**src/rtl/elev_pkg.sv**
```systemverilog
// Shared constants and state encoding for the elevator car controller.
// Also used by the logic around the floor-indicator decoder.
package elev_pkg;
  localparam int FLOOR_W   = 4;
  localparam int N_FLOORS  = 8;
  localparam int FLOOR_MIN = 1;
  localparam int FLOOR_MAX = 8;
  localparam int TMR_W     = 16;

  typedef enum logic [1:0] {
    IDLE      = 2'd0,
    MOVE_UP   = 2'd1,
    MOVE_DOWN = 2'd2,
    DOOR      = 2'd3
  } elev_state_t;

  // One-hot pending/request bit for a floor code (bit i = floor i+1).
  function automatic logic [N_FLOORS-1:0] floor_bit(input logic [FLOOR_W-1:0] f);
    logic [N_FLOORS-1:0] m;
    m = '0;
    for (int i = 0; i < N_FLOORS; i++) begin
      if (int'(f) == i + FLOOR_MIN) m[i] = 1'b1;
    end
    return m;
  endfunction
endpackage

```
**src/rtl/elev_req_scan.sv**
```systemverilog
// Combinational request scan: are there requests above, below or at a floor.
module elev_req_scan
  import elev_pkg::*;
(
  input  logic [N_FLOORS-1:0] pending,
  input  logic [FLOOR_W-1:0]  floor,
  output logic                above,
  output logic                below,
  output logic                here
);
  always_comb begin
    above = 1'b0;
    below = 1'b0;
    here  = 1'b0;
    for (int i = 0; i < N_FLOORS; i++) begin
      if (pending[i]) begin
        if (i + FLOOR_MIN > int'(floor))      above = 1'b1;
        else if (i + FLOOR_MIN < int'(floor)) below = 1'b1;
        else                                  here  = 1'b1;
      end
    end
  end
endmodule

```
**src/rtl/elev_car_ctrl.sv**
```systemverilog
// SCAN elevator car controller: request latch, floor-by-floor travel, door timing.
// Optional door-hold input is enabled by defining ELEV_DOOR_HOLD_EN.
module elev_car_ctrl
  import elev_pkg::*;
#(
  parameter int TRAVEL_TICKS = 4,
  parameter int DOOR_TICKS   = 3
) (
  input  logic                clk,
  input  logic                rst,
  input  logic                tick,
  input  logic [N_FLOORS-1:0] req_btn,
`ifdef ELEV_DOOR_HOLD_EN
  input  logic                door_hold,
`endif
  output logic [FLOOR_W-1:0]  floor,
  output logic                moving_up,
  output logic                moving_down,
  output logic                door_open,
  output logic [N_FLOORS-1:0] pending
);
  localparam logic [TMR_W-1:0] TRAVEL_LAST = TMR_W'(TRAVEL_TICKS - 1);
  localparam logic [TMR_W-1:0] DOOR_LAST   = TMR_W'(DOOR_TICKS - 1);

  elev_state_t         r_state;
  logic [FLOOR_W-1:0]  r_floor;
  logic [N_FLOORS-1:0] r_pending;
  logic                r_last_up;
  logic [TMR_W-1:0]    r_timer;

  logic [N_FLOORS-1:0] w_pend_in;
  logic [N_FLOORS-1:0] w_clr;
  logic [FLOOR_W-1:0]  w_floor_nxt;
  logic                w_cur_above, w_cur_below, w_cur_here;
  logic                w_nxt_above, w_nxt_below, w_nxt_here;
  logic                w_req_here, w_hold, w_arrive;

  assign w_pend_in   = r_pending | req_btn;
  assign w_floor_nxt = (r_state == MOVE_DOWN) ? r_floor - FLOOR_W'(1) : r_floor + FLOOR_W'(1);
  assign w_req_here  = |(req_btn & floor_bit(r_floor));
  assign w_arrive    = ((r_state == MOVE_UP) || (r_state == MOVE_DOWN)) && tick &&
                       (r_timer == TRAVEL_LAST);

`ifdef ELEV_DOOR_HOLD_EN
  assign w_hold = door_hold;
`else
  assign w_hold = 1'b0;
`endif

  elev_req_scan u_scan_cur (
    .pending (r_pending),
    .floor   (r_floor),
    .above   (w_cur_above),
    .below   (w_cur_below),
    .here    (w_cur_here)
  );

  // Arrival decisions look at the floor being reached, including same-cycle calls.
  elev_req_scan u_scan_nxt (
    .pending (w_pend_in),
    .floor   (w_floor_nxt),
    .above   (w_nxt_above),
    .below   (w_nxt_below),
    .here    (w_nxt_here)
  );

  always_comb begin
    w_clr = '0;
    case (r_state)
      IDLE:              if (w_cur_here) w_clr = floor_bit(r_floor);
      MOVE_UP, MOVE_DOWN: if (w_arrive && w_nxt_here) w_clr = floor_bit(w_floor_nxt);
      DOOR:              w_clr = floor_bit(r_floor);
      default:           w_clr = '0;
    endcase
  end

  always_ff @(posedge clk or posedge rst) begin
    if (rst) begin
      r_state   <= IDLE;
      r_floor   <= FLOOR_W'(FLOOR_MIN);
      r_pending <= '0;
      r_last_up <= 1'b1;
      r_timer   <= '0;
    end else begin
      r_pending <= w_pend_in & ~w_clr;
      case (r_state)
        IDLE: begin
          r_timer <= '0;
          if (w_cur_here)                       r_state <= DOOR;
          else if (w_cur_above && w_cur_below)  r_state <= r_last_up ? MOVE_UP : MOVE_DOWN;
          else if (w_cur_above)                 r_state <= MOVE_UP;
          else if (w_cur_below)                 r_state <= MOVE_DOWN;
        end
        MOVE_UP, MOVE_DOWN: begin
          if (w_arrive) begin
            r_floor   <= w_floor_nxt;
            r_timer   <= '0;
            r_last_up <= (r_state == MOVE_UP);
            if (w_nxt_here) r_state <= DOOR;
            else if ((r_state == MOVE_UP) ? !w_nxt_above : !w_nxt_below) r_state <= IDLE;
          end else if (tick) begin
            r_timer <= r_timer + TMR_W'(1);
          end
        end
        DOOR: begin
          // A call for this floor while open reopens the door instead of latching.
          if (w_req_here || w_hold) begin
            r_timer <= '0;
          end else if (tick) begin
            if (r_timer == DOOR_LAST) begin
              r_state <= IDLE;
              r_timer <= '0;
            end else begin
              r_timer <= r_timer + TMR_W'(1);
            end
          end
        end
        default: r_state <= IDLE;
      endcase
    end
  end

  assign floor       = r_floor;
  assign pending     = r_pending;
  assign moving_up   = (r_state == MOVE_UP);
  assign moving_down = (r_state == MOVE_DOWN);
  assign door_open   = (r_state == DOOR);
endmodule

```
**config.mk**
```make
export PLATFORM = sky130hd
export DESIGN_NAME = elev_car_ctrl
export DESIGN_NICKNAME = d
export VERILOG_FILES = /design/src/rtl/elev_pkg.sv /design/src/rtl/elev_req_scan.sv /design/src/rtl/elev_car_ctrl.sv
export SDC_FILE = /design/constraint.sdc
export NUM_CORES = 1
export LEC_CHECK = 0
export CAP_MARGIN = 40
export CORE_ASPECT_RATIO = 1.5
export CORE_MARGIN = 2
export CORE_UTILIZATION = 40
export CTS_BUF_LIST = sky130_fd_sc_hd__clkbuf_8
export DETAILED_ROUTE_END_ITERATION = 10
export SETUP_SLACK_MARGIN = 0.5
export SLEW_MARGIN = 20
export SYNTH_ARGS = -nofsm -noshare
export SYNTH_HDL_FRONTEND = slang
export SYNTH_SLANG_ARGS = --single-unit
```
**constraint.sdc**
```tcl
create_clock -name clk -period 2.65 [get_ports clk]
set_input_delay 0.3975 -clock clk [delete_from_list [all_inputs] [get_ports clk]]
set_output_delay 0.3975 -clock clk [all_outputs]
set_load 0.01 [all_outputs]
```
Yosys cells after proc, flatten, opt, wreduce, memory -nomap -nowiden. Index checks and enable logic that the tools add are counted.

Logic and storage cells: 253. Flip-flop bits (word level): 31. Input port bits: 11.

Reductions and logical operators: 13. Add/subtract/negate cells: 3. Mux-type cells: 167. Order comparisons: 32. Bitwise operators: 4. Equal/unequal tests: 29.

Operators with widths (count): 1-bit 2-to-1 mux (145); 16-bit 2-to-1 mux (5); 16-bit case mux with 3 select lines (1); 4-bit == test, second input constant (10); 16-bit by 2-bit == test with 1-bit output, second input constant (2); 3-bit by 4-bit > comparator with 1-bit output, first input constant (8); 3-bit by 4-bit < comparator with 1-bit output, first input constant (8); 8-bit case mux with 3 select lines (1); 2-bit 2-to-1 mux (11); 16-bit by 1-bit adder with 16-bit output, second input constant (1); 8-bit AND (2); 4-bit by 3-bit == test with 1-bit output, second input constant (4); 2-bit by 4-bit > comparator with 1-bit output, first input constant (4); 2-bit by 4-bit < comparator with 1-bit output, first input constant (4); 8-bit 2-to-1 mux (2); 4-bit by 2-bit == test with 1-bit output, second input constant (2); 1-bit by 4-bit > comparator with 1-bit output, first input constant (2); 4-bit > comparator, first input constant (2); 1-bit by 4-bit < comparator with 1-bit output, first input constant (2); 4-bit < comparator, first input constant (2); 8-bit NOT (1); 8-bit OR (1); 8-bit OR reduction (1); 2-bit != test, second input constant (3); 17 further kinds (24).

Longest topological paths before layout.
Depth after elaboration: 33. Gate-level depth with buffers: 11. Gate-level depth less buffers: 9.

Cells and area by module. From an unflattened synthesis, not the netlist that was laid out.

Cells, all modules: 302. Area total of the unflattened synthesis: 2568.7 um^2.

Modules (own cells, without submodules): elev_car_ctrl (cells an instance 226, instances 1, area each 2105.8 um^2); elev_req_scan (cells an instance 38, instances 2, area each 231.5 um^2).

Least setup slack after synthesis. Ideal clock, no wire load.

Kind: flip-flop to flip-flop. Start point: reg r_floor[0], in the netlist floor[0]. End point: reg r_pending[7], in the netlist pending[7]. Clock period less this slack: 2.995 ns. Stages on the path, launching flop included: 11. Path slack: -0.345 ns. Buffers on the path: 1. Arrival: 2.848 ns. Path through: dfstp_2 > clkbuf_1 > inv_2 > ha_1 > nand2b_1 > mux4_2 > or3_1 > a31oi_1 > or2_1 > nor3b_4 > a311oi_1.

Cells in the longest elaborated chain, start to end: 32.

Ends and longest elaborated chain: start, declared (RTL line elev_car_ctrl.sv:26) `logic [FLOOR_W-1:0] r_floor;`; start signal, assigned (RTL line elev_car_ctrl.sv:80) `r_floor <= FLOOR_W'(FLOOR_MIN);`; start signal, assigned (RTL line elev_car_ctrl.sv:96) `r_floor <= w_floor_nxt;`; 4-bit by 1-bit adder with 4-bit output or 4-bit by 1-bit subtractor with 4-bit output (tied branches) (RTL line elev_car_ctrl.sv:39) `assign w_floor_nxt = (r_state == MOVE_DOWN) ? r_floor - FLOOR_W'(1) : r_floor + FLOOR_W'(1);`; 4-bit 2-to-1 mux (RTL line elev_car_ctrl.sv:39); 1-bit by 4-bit < comparator with 1-bit output (RTL line elev_req_scan.sv:18) `else if (i + FLOOR_MIN < int'(floor)) below = 1'b1;`; 1-bit 2-to-1 mux (RTL line elev_req_scan.sv:18); 1-bit 2-to-1 mux (RTL line elev_req_scan.sv:17) `if (i + FLOOR_MIN > int'(floor)) above = 1'b1;`; 1-bit 2-to-1 mux (RTL line elev_req_scan.sv:16) `if (pending[i]) begin`; 1-bit 2-to-1 mux (RTL line elev_req_scan.sv:18); 1-bit 2-to-1 mux (RTL line elev_req_scan.sv:17); [... 16 more ...]; 1-bit 2-to-1 mux (RTL line elev_req_scan.sv:18); 1-bit 2-to-1 mux (RTL line elev_req_scan.sv:17); 1-bit 2-to-1 mux (RTL line elev_req_scan.sv:16); 1-bit logical AND (RTL line elev_car_ctrl.sv:71) `MOVE_UP, MOVE_DOWN: if (w_arrive && w_nxt_here) w_clr = floor_bit(w_floor_nxt);`; 8-bit 2-to-1 mux (RTL line elev_car_ctrl.sv:71); 8-bit case mux with 3 select lines (*) (RTL line elev_car_ctrl.sv:69) `case (r_state)`; 8-bit NOT (*) (RTL line elev_car_ctrl.sv:85) `r_pending <= w_pend_in & ~w_clr;`; 8-bit AND (*) (RTL line elev_car_ctrl.sv:85); end signal, assigned (RTL line elev_car_ctrl.sv:85); end, declared (RTL line elev_car_ctrl.sv:27) `logic [N_FLOORS-1:0] r_pending;`.

Every way passes the cells marked *; elsewhere a longest branch is shown, timed or not. A chain may end at the register's enable or synchronous reset.

Final worst setup path. Same ends and word-level chain as after synthesis.

==> run metrics <==
status=finished with violations; failing checks=negative setup slack; die width=68.3 um; Area Overhead vs Synth=51.2%; multi-input combinational cell area=0.00190 sq mm; Tot GR Track Use=26.6%; reg2reg start=floor[0]; Post-synth ARST share=100%; FF+latch area=778 sq um; worst reg2reg setup slack=-0.09 ns; via count=2740; Clock Latency Late Sink=0.29 ns; Worst-Margin Slew=0.515 ns; sequential area share after synthesis=31.4%; Critical Path Max Stage Delay=0.61 ns; Arrival @ worst endpoint=2.89 ns; Post-Route WL=8600 um; largest net degree at the start of global routing=32; CTS tree=yes; layout cell share with drive strength beyond 1=34.4%; Max Slew Vio Count=0; post-DR vias/cell=6.06; Mapped Area=0.00248 sq mm; die area=0.00685 sq mm; Clock Power Share=9.7%; Max-slew headroom=65.5%; Switching Fraction=44.7%; GP Congestion=0.931; Max clock buf depth=2; CTS buffer count=5; CP max-delay cell=dfstp_2; dominant synthesized flop cell=dfrtp_1; Initial Utilization=40.7%; remaining global-route overflow=0; # diodes=0; Logic pwr share=75.6%; total power=4450 uW; worst clock skew=0.0110 ns; Pre-antenna DRT Iters=5; Hold/Removal Path Class=primary input to async pin; Power Dens Cells=1190 mW/mm^2; initial detailed-routing violation count=162; detail-routed net length per standard cell=19.0 um; Critical Path Fanout Max=4; Sw Pwr=1990 uW; Final HPWL DP=6180 um; Static Leak=0.00151 uW; Yosys reg bits=31; post-route worst setup slack=-0.0864 ns; Buf+Inv Stages, Crit Path=1; core box area=0.00609 sq mm; unrepaired setup endpoints after global routing=true; # IOs=26; crit path time final=2.74 ns; number of max-cap violations=0; antenna violations before repair=0; clock transition at the registers of the reported paths=0.08 ns; Clock H-tree levels=2; clk sinks=31; # setup viols final=8; clk root buf=clkbuf_8; crit share post-route=103%; required time of the critical path=2.80 ns; YS warnings=0; Yosys cell types=58; Setup Crit Path Kind=flip-flop to flip-flop; Worst Setup Start Kind=flip-flop; row count=35; post-route DRC violation count=0; die height=100 um; Final #Nets=400; CP endpoint kind=flip-flop; internal power=2460 uW; CP startpoint=floor[0]; Mapped Cells=294; sequential power share=14.6%; largest delay contributor family on the critical path=simple AND/OR/NAND/NOR gates; IO Port Bufs=25; critical-path cell list=inv_8 > ha_4 > nand2b_4 > mux4_2 > or3_4 > a31oi_4 > or2_1 > nor3b_4 > a311oi_1; vias in the first global route=2755; Setup TNS=-0.349 ns; ANT nets after route=0; # fillers=527; syn_nets=317; final hold viol count=0; Max rail drop VDD=0.731 mV; first-pass GRT wire length=13700 um; FMAX=0.365 GHz; number of synthesized flops with an enable pin=0; post-synthesis average cell area=8.43 sq um
## tightest hold or removal path: cells and delay by family
family	cells	cell delay, ns
buffers and inverters	3	0.80
## synth_stat cells (3+ instances only)
cell type	count	area share (%)
nand2_1	13	2.0
o21ai_0	15	3.0
and2_1	5	1.3
dfrtp_1	29	29
ha_1	12	6.1
buf_2	5	1.0
o211ai_1	3	0.91
xnor2_1	5	1.8
or3_1	4	1.0
a31oi_1	6	1.5
clkbuf_1	10	1.5
mux2i_1	5	2.0
a221oi_1	5	1.8
o31ai_1	3	0.91
nand4_1	9	2.3
nor2_1	34	5.2
and3_1	9	2.3
xor2_1	14	4.9
nor3_1	10	2.0
a211oi_1	7	2.1
inv_1	13	2.0
nand2b_1	6	1.5
a21oi_1	9	1.8
nand3_1	6	1.2
nor4_1	7	1.8
nor2b_1	4	1.0
a311oi_1	4	1.4
o22ai_1	4	1.0
nand3b_1	4	1.2
## state kept, by name, summed over array words and instances (netlist names)
name       cells
r_timer       16
pending        8
floor          4
r_state        2
r_last_up      1
## what timing repair did
item	CTS	global route
gates cloned	1	0
setup endpoints to repair	28	28
setup buffers	5	3
hold buffers	0	0
resized for setup	41	27
pin swaps	18	17
## power by group through the flow
stage                     clock (uW)  combinational (uW)  sequential (uW)
after CTS                        448                3020              646
after floorplan                    0                1490              650
after global routing             459                3600              666
after global placement             0                2580              650
after detailed placement           0                2600              654
final                            432                3370              652
## kinds of logic after synthesis
family	share of synthesized area [%]
AO/OA/AOI/OAI	19.2
XOR/XNOR	6.72
adder cells (fa/ha/maj)	6.06
buffers and inverters	5.25
flip-flops	31.4
multiplexers	3.84
AND/OR/NAND/NOR	27.5
## worst paths after layout
path | endpoint | cells past startpoint
worst max-delay path | pending[7] | 9
worst min-delay path | pending[3] | 3
worst max register to register | pending[7] | 9
worst min register to register | r_last_up | 2
max in group asynchronous | r_last_up | 3
min in group clk | r_last_up | 2
## layout make-up
| class | instances | area share [%] |
|---|---|---|
| multi-input cells | 232 | 50.8 |
| repair buffers | 93 | 21.6 |
| flip-flops and latches | 31 | 20.8 |
| clock buffers | 7 | 2.57 |
| well taps | 74 | 2.47 |
| inverters | 14 | 1.60 |
| clock inverters | 1 | 0.200 |
## metal layers
layer / global-route usage [%] / share of wire [%]
met2: 48.2 / 55
met3: 4.60 / 4.3
met1: 27.9 / 36
met4: 14.2 / 4.6
met5: 0 / 0
## metrics by stage
stage,setup WS (ns),hold WS [ns],instance area [sq um],util [%],cells
2_1_floorplan,-0.0889,0.473,2520,-,294
3_3_place_gp,-0.166,0.515,3220,52.9,435
3_5_place_dp,-0.198,0.526,3220,52.9,435
4_1_cts,-0.0665,0.488,3580,58.8,449
5_1_grt,-0.193,0.533,3740,61.5,452
6_report,-0.0864,0.479,3740,61.5,452
## layout by cell type, fill, tap and decap left out, types with 3 or more instances in the layout
master,instances
and2_1,5
clkdlybuf4s50_1,25
buf_6,9
nand4_1,9
ha_1,5
inv_1,11
a211oi_1,6
o211ai_1,3
mux2i_1,5
ha_4,6
a31oi_1,4
and3_1,9
a21oi_1,7
o22ai_1,3
nor2_1,34
nand3_1,4
buf_4,58
xor2_1,13
nand2_1,11
nor3_2,5
o21ai_0,13
clkbuf_8,7
nand3b_1,4
nor2b_1,4
dfrtp_1,29
nand2b_1,4
nor3_1,5
or3_1,3
nor4_1,4
a221oi_1,3
a311oi_1,3
xnor2_1,3
Note: power is estimated with default switching activity, not from simulation.
